<file path="src/rtl/cache_bank_ctrl.sv">
`timescale 1ns/1ps
// Cache bank SRAM initiator: zero-fills every line out of reset, then arbitrates
// single-line writes against 4-lane reads and returns read data via valid/ready.
module cache_bank_ctrl #(
    parameter int ADR  = 6,
    parameter int DAT  = 32,
    parameter int DPTH = 64
) (
    input  logic           Clk,
    input  logic           Reset,
    output logic           busy,
    input  logic           wr_valid,
    output logic           wr_ready,
    input  logic [ADR-1:0] wr_addr,
    input  logic [DAT-1:0] wr_data,
    input  logic           rd_valid,
    output logic           rd_ready,
    input  logic [ADR-1:0] rd_addr_0,
    input  logic [ADR-1:0] rd_addr_1,
    input  logic [ADR-1:0] rd_addr_2,
    input  logic [ADR-1:0] rd_addr_3,
    input  logic [3:0]     rd_lane_en,
    output logic           rsp_valid,
    input  logic           rsp_ready,
    output logic [3:0]     rsp_lane_en,
    output logic [DAT-1:0] rsp_data_0,
    output logic [DAT-1:0] rsp_data_1,
    output logic [DAT-1:0] rsp_data_2,
    output logic [DAT-1:0] rsp_data_3,
    input  logic [DAT-1:0] ram_dout_0,
    input  logic [DAT-1:0] ram_dout_1,
    input  logic [DAT-1:0] ram_dout_2,
    input  logic [DAT-1:0] ram_dout_3,
    output logic           ram_cs,
    output logic           ram_we,
    output logic           ram_rd,
    output logic [ADR-1:0] ram_wa,
    output logic [DAT-1:0] ram_din,
    output logic [ADR-1:0] ram_ra_0,
    output logic [ADR-1:0] ram_ra_1,
    output logic [ADR-1:0] ram_ra_2,
    output logic [ADR-1:0] ram_ra_3
);

    typedef enum logic {ST_INIT, ST_RUN} state_t;
    typedef enum logic {G_READ, G_WRITE} grant_t;

    localparam logic [ADR-1:0] LAST_LINE = ADR'(DPTH - 1);

    state_t         state_reg;
    grant_t         last_grant_reg;
    logic [ADR-1:0] init_cnt_reg;
    logic           busy_reg;
    logic           rsp_valid_reg;
    logic [3:0]     rsp_lane_en_reg;

    logic           read_ok;
    logic           grant_wr;
    logic           grant_rd;
    logic           init_active;

    logic [ADR-1:0] rd_addr_arr [4];
    logic [ADR-1:0] ram_ra_arr  [4];

    // Strobes are gated by Reset so they fall the instant reset asserts.
    assign init_active = !Reset && (state_reg == ST_INIT);

    always_comb begin
        read_ok  = rd_valid && (!rsp_valid_reg || rsp_ready);
        grant_wr = 1'b0;
        grant_rd = 1'b0;
        if (!Reset && state_reg == ST_RUN) begin
            if (wr_valid && read_ok) begin
                grant_wr = (last_grant_reg == G_READ);
                grant_rd = (last_grant_reg == G_WRITE);
            end else begin
                grant_wr = wr_valid;
                grant_rd = read_ok;
            end
        end
    end

    assign wr_ready = grant_wr;
    assign rd_ready = grant_rd;
    assign ram_cs   = init_active || grant_wr || grant_rd;
    assign ram_we   = init_active || grant_wr;
    assign ram_rd   = grant_rd;
    assign ram_wa   = grant_wr ? wr_addr : (init_active ? init_cnt_reg : '0);
    assign ram_din  = grant_wr ? wr_data : '0;

    assign rd_addr_arr[0] = rd_addr_0;
    assign rd_addr_arr[1] = rd_addr_1;
    assign rd_addr_arr[2] = rd_addr_2;
    assign rd_addr_arr[3] = rd_addr_3;

    generate
        for (genvar gi = 0; gi < 4; gi++) begin : g_lane
            assign ram_ra_arr[gi] = grant_rd ? rd_addr_arr[gi] : '0;
        end
    endgenerate

    assign ram_ra_0 = ram_ra_arr[0];
    assign ram_ra_1 = ram_ra_arr[1];
    assign ram_ra_2 = ram_ra_arr[2];
    assign ram_ra_3 = ram_ra_arr[3];

    // The SRAM holds its outputs until the next read, and no read issues while a
    // response is unconsumed, so the data path needs no capture register.
    assign rsp_data_0 = ram_dout_0;
    assign rsp_data_1 = ram_dout_1;
    assign rsp_data_2 = ram_dout_2;
    assign rsp_data_3 = ram_dout_3;

    assign busy        = busy_reg;
    assign rsp_valid   = rsp_valid_reg;
    assign rsp_lane_en = rsp_lane_en_reg;

    always_ff @(posedge Clk or posedge Reset) begin
        if (Reset) begin
            state_reg       <= ST_INIT;
            init_cnt_reg    <= '0;
            busy_reg        <= 1'b1;
            rsp_valid_reg   <= 1'b0;
            rsp_lane_en_reg <= 4'b0;
            last_grant_reg  <= G_READ;
        end else begin
            case (state_reg)
                ST_INIT: begin
                    init_cnt_reg <= init_cnt_reg + 1'b1;
                    if (init_cnt_reg == LAST_LINE) begin
                        state_reg <= ST_RUN;
                        busy_reg  <= 1'b0;
                    end
                end
                default: begin
                    if (grant_rd) begin
                        rsp_valid_reg   <= 1'b1;
                        rsp_lane_en_reg <= rd_lane_en;
                        last_grant_reg  <= G_READ;
                    end else if (rsp_valid_reg && rsp_ready) begin
                        rsp_valid_reg <= 1'b0;
                    end
                    if (grant_wr) begin
                        last_grant_reg <= G_WRITE;
                    end
                end
            endcase
        end
    end

endmodule

</file>
<file path="config.mk">
export PLATFORM = sky130hd
export DESIGN_NAME = cache_bank_ctrl
export DESIGN_NICKNAME = d
export VERILOG_FILES = /design/src/rtl/cache_bank_ctrl.sv
export SDC_FILE = /design/constraint.sdc
export NUM_CORES = 1
export LEC_CHECK = 0
export ABC_CLOCK_PERIOD_IN_PS = 2100
export CORE_AREA = 4 4 155 157
export DETAILED_ROUTE_END_ITERATION = 8
export DIE_AREA = 0 0 159 161
export HOLD_SLACK_MARGIN = 0.02
export MAX_ROUTING_LAYER = met4
export SYNTH_ARGS = -nofsm -noshare
export SYNTH_HDL_FRONTEND = slang
export SYNTH_SLANG_ARGS = --single-unit
</file>
<file path="constraint.sdc">
create_clock -name Clk -period 2.1 [get_ports Clk]
set_clock_uncertainty 0.15 [all_clocks]
set_input_delay 0.42 -clock Clk [delete_from_list [all_inputs] [get_ports Clk]]
set_output_delay 0.42 -clock Clk [all_outputs]
set_load 0.01 [all_outputs]
</file>
==> impl_metrics.py <==
metrics = {
    "status": {
        "outcome": "complete, but fails checks",
        "violations": "negative setup slack",
    },
    "logic_synthesis": {
        "synth-compound-area-share_pct": 4.76,
        "seq_area_frac_synth_pct": 17.1,
        "syn_avg_cell_area_sq_um": 8.31,
        "muxShareOfSynthArea_pct": 3.78,
        "yosys_warnings": 0,
        "synth_edf_count": 0,
        "synth_top_family_by_area": "buffers and inverters",
        "synth_nets": 447,
        "yosys.area.top_type": "buf_4",
        "syn_inst": 247,
        "synth_most_common_cell": "buf_4",
        "synthTopCellsByCount": "buf_4 (130), and2_1 (56), dfrtp_1 (13), a22o_1 (6), xnor2_1 (4)",
        "ys_types": 30,
        "synth_fa_ha_area_share_pct": 0.610,
        "yosys_register_bits": 14,
        "netlist_area_sq_um": 2050,
        "ys.flop_type": "dfrtp_1",
        "synthTopCellsByArea": "buf_4 (48%), and2_1 (17%), dfrtp_1 (16%)",
        "synth-simple-area-share_pct": 21.6,
        "async_flop_share_pct": 100,
        "synth_xor_area_share_pct": 2.13,
        "synth_top_area_share_pct": 47.6,
    },
    "clock_tree": {
        "numCtsBuffers": 3,
        "clkTransAtPathRegs_ps": 50,
        "cts_hold_buf": 0,
        "clock_path_buffers": 2,
        "cts_tree": "yes",
        "htree_num_levels": 1,
        "cts_root_buf": "clkbuf_16",
        "clkLatencyLatePin_ps": 240,
        "cts_sinks": 14,
    },
    "setup_path": {
        "critPathMaxFanout": 7,
        "crit_arrival_ps": 1610,
        "path_delay_family": "buffers and inverters",
        "cp_cell_sequence": "nand3b_1 > a31oi_4 > buf_6 > buf_12 > buf_16 > and2_4 > buf_6",
        "cp_num_buf_inv": 4,
        "crit_required_ps": 1530,
        "crit_path_frequent_cell": "buf_6",
        "critPathMaxStageDelay_ps": 370,
        "startpoint": "state_reg",
        "crit_path_end_kind": "output port",
        "worstSetupStartpointType": "register",
        "critPathSlowestCell": "dfrtp_1",
        "crit_type": "reg2out",
        "r2r-start": "rsp_valid",
    },
    "timing": {
        "worst_slew_margin_rel_pct": 82.2,
        "fin_ws_ps": -81.0,
        "rsz0062_at_grt": "true",
        "period_share_pct": 104,
        "max_freq_ghz": 0.458,
        "worst_pin_slew_ps": 267,
        "setup-violations-final": 42,
        "slew_violations": 0,
        "hold_viol_final": 0,
        "post-route-min-period_ps": 2180,
    },
    "power": {
        "powerDensity_nw_per_um2": 239,
        "combPwrFrac_pct": 19.9,
        "clkPwrFrac_pct": 47.9,
        "p_switching_uw": 154,
        "pwr-share-seq_pct": 32.2,
        "swShare_pct": 18.4,
        "p_leak_uw": 0.00152,
        "worst_ir_drop_vdd_v": 0.000287,
        "p_int_uw": 685,
    },
    "die": {
        "die-area_sq_um": 25600,
        "num_rows": 55,
        "core_sq_um": 22500,
        "start_util_pct": 9.12,
        "ios": 400,
        "die_h_um": 161,
        "die_w_um": 159,
    },
    "global_routing": {
        "grt.total_usage_pct": 7.69,
        "grt_pass1_vias": 1969,
        "antenna_found_initial": 2,
        "grt_pass1_wl_um": 14200,
        "grt_overflow": 0,
        "grt_max_degree": 13,
    },
    "final_layout": {
        "stdcell_area_sq_um": 3510,
        "layout-drive-gt1-share_pct": 58.5,
        "area_delta_synth_final_pct": 71.0,
        "layout.nets": 490,
        "largest_reg_flops": 6,
    },
    "place": {
        "pre_cts_ws_ps": -860,
        "portBuffers": 143,
        "hpwlAfterDp_um": 8030,
        "gp_congestion": 0.756,
        "place_area_sq_um": 2960,
    },
    "route": {
        "drt_iter0_markers": 57,
        "drt_pass1_iterations": 4,
        "vias": 1709,
        "wl_um": 10200,
        "drcViolationCount": 0,
        "drtAntennaViolNets": 0,
        "wire_per_inst_um": 17.7,
        "vias_per_cell": 2.97,
    },
    "flow_run": {
        "drv_cap": 0,
    },
    "min_path": {
        "hold_class": "in2async",
    },
}
cells in the final DEF, fill, tap and decap left out, types with 3 or more instances in the layout:
cell,count
clkdlybuf4s50_1,72
buf_6,68
and2_4,55
dfrtp_1,13
buf_4,13
buf_2,9
a22o_1,6
buf_12,6
xnor2_1,4
nand2_1,3
mux2_4,3
clkbuf_16,3
buf_16,3
routing by layer:
metal  share of wire [%]  vias to the layer above  track usage [%]
met5                   0                        -                -
met2                  43                      190             10.7
met3                  17                       76             5.18
li1                    -                      729                -
met1                  34                      714             7.94
met4                 6.4                        0             4.85
worst reg2reg max path, stage by stage, from the launching register on:
cell and delay (ps):
dfrtp_1 380, nand2b_4 80, buf_6 120, o2111a_2 180, buf_6 140, buf_12 130, buf_4 120, buf_4 140
buf_4 130, mux2_4 280
final timing paths:
kind,slack (ps),to,depth (start not counted)
worst max-delay path,-80,ram_din[13],7
worst min-delay path,90,last_grant_reg,3
worst max register to register,140,rsp_lane_en[2],9
worst min register to register,310,busy,1
max in group asynchronous,1220,busy,4
min in group Clk,310,busy,1
power by group through the flow:
stage | Sequential [uW] | Combinational, uW | Clock, uW
4_1_cts | 270 | 168 | 409
5_1_grt | 270 | 180 | 422
3_5_place_dp | 275 | 170 | 0
2_1_floorplan | 275 | 267 | 0
3_3_place_gp | 275 | 170 | 0
6_report | 271 | 167 | 402
area by class of cell:
cell class                      instances  area (sq um)
Antenna cell                            2          5.00
Clock buffer                            4          88.8
Fill cell                            2504         19000
Inverter                                2          7.51
Multi-Input combinational cell         94           826
Sequential cell                        14           352
Tap cell                              285           357
Timing Repair Buffer                  175          1870
cells by family (layout without fill, tap and decap cells):
| kind of cell | after synthesis | after routing |
|---|---|---|
| muxes | 6 | 6 |
| AOI/OAI and AO/OA | 11 | 11 |
| buffers and inverters | 139 | 181 |
| DFF | 14 | 14 |
| other | 0 | 2 |
| adders and majority gates | 1 | 1 |
| xor gates and xnor gates | 5 | 5 |
| and+or+nand+nor | 71 | 71 |
repair_timing:
action	in CTS	in global routing
setup buffers	15	3
pin swaps	38	14
gates cloned	6	0
resized for setup	373	33
setup endpoints to repair	67	67
per-stage QoR:
step                      total power, uW  instances  hold WS, ps  setup TNS [ps]  utilization (%)
after floorplan                       541        247          159               0                -
after global placement                445        551          303          -45120             13.2
after detailed placement              444        551          306          -45080             13.2
after CTS                             847        576          103           -3500             15.4
after global routing                  872        576          129           -6760             15.6
final                                 839        576         93.2           -1690             15.6
Power figures use the tool's default switching activity.
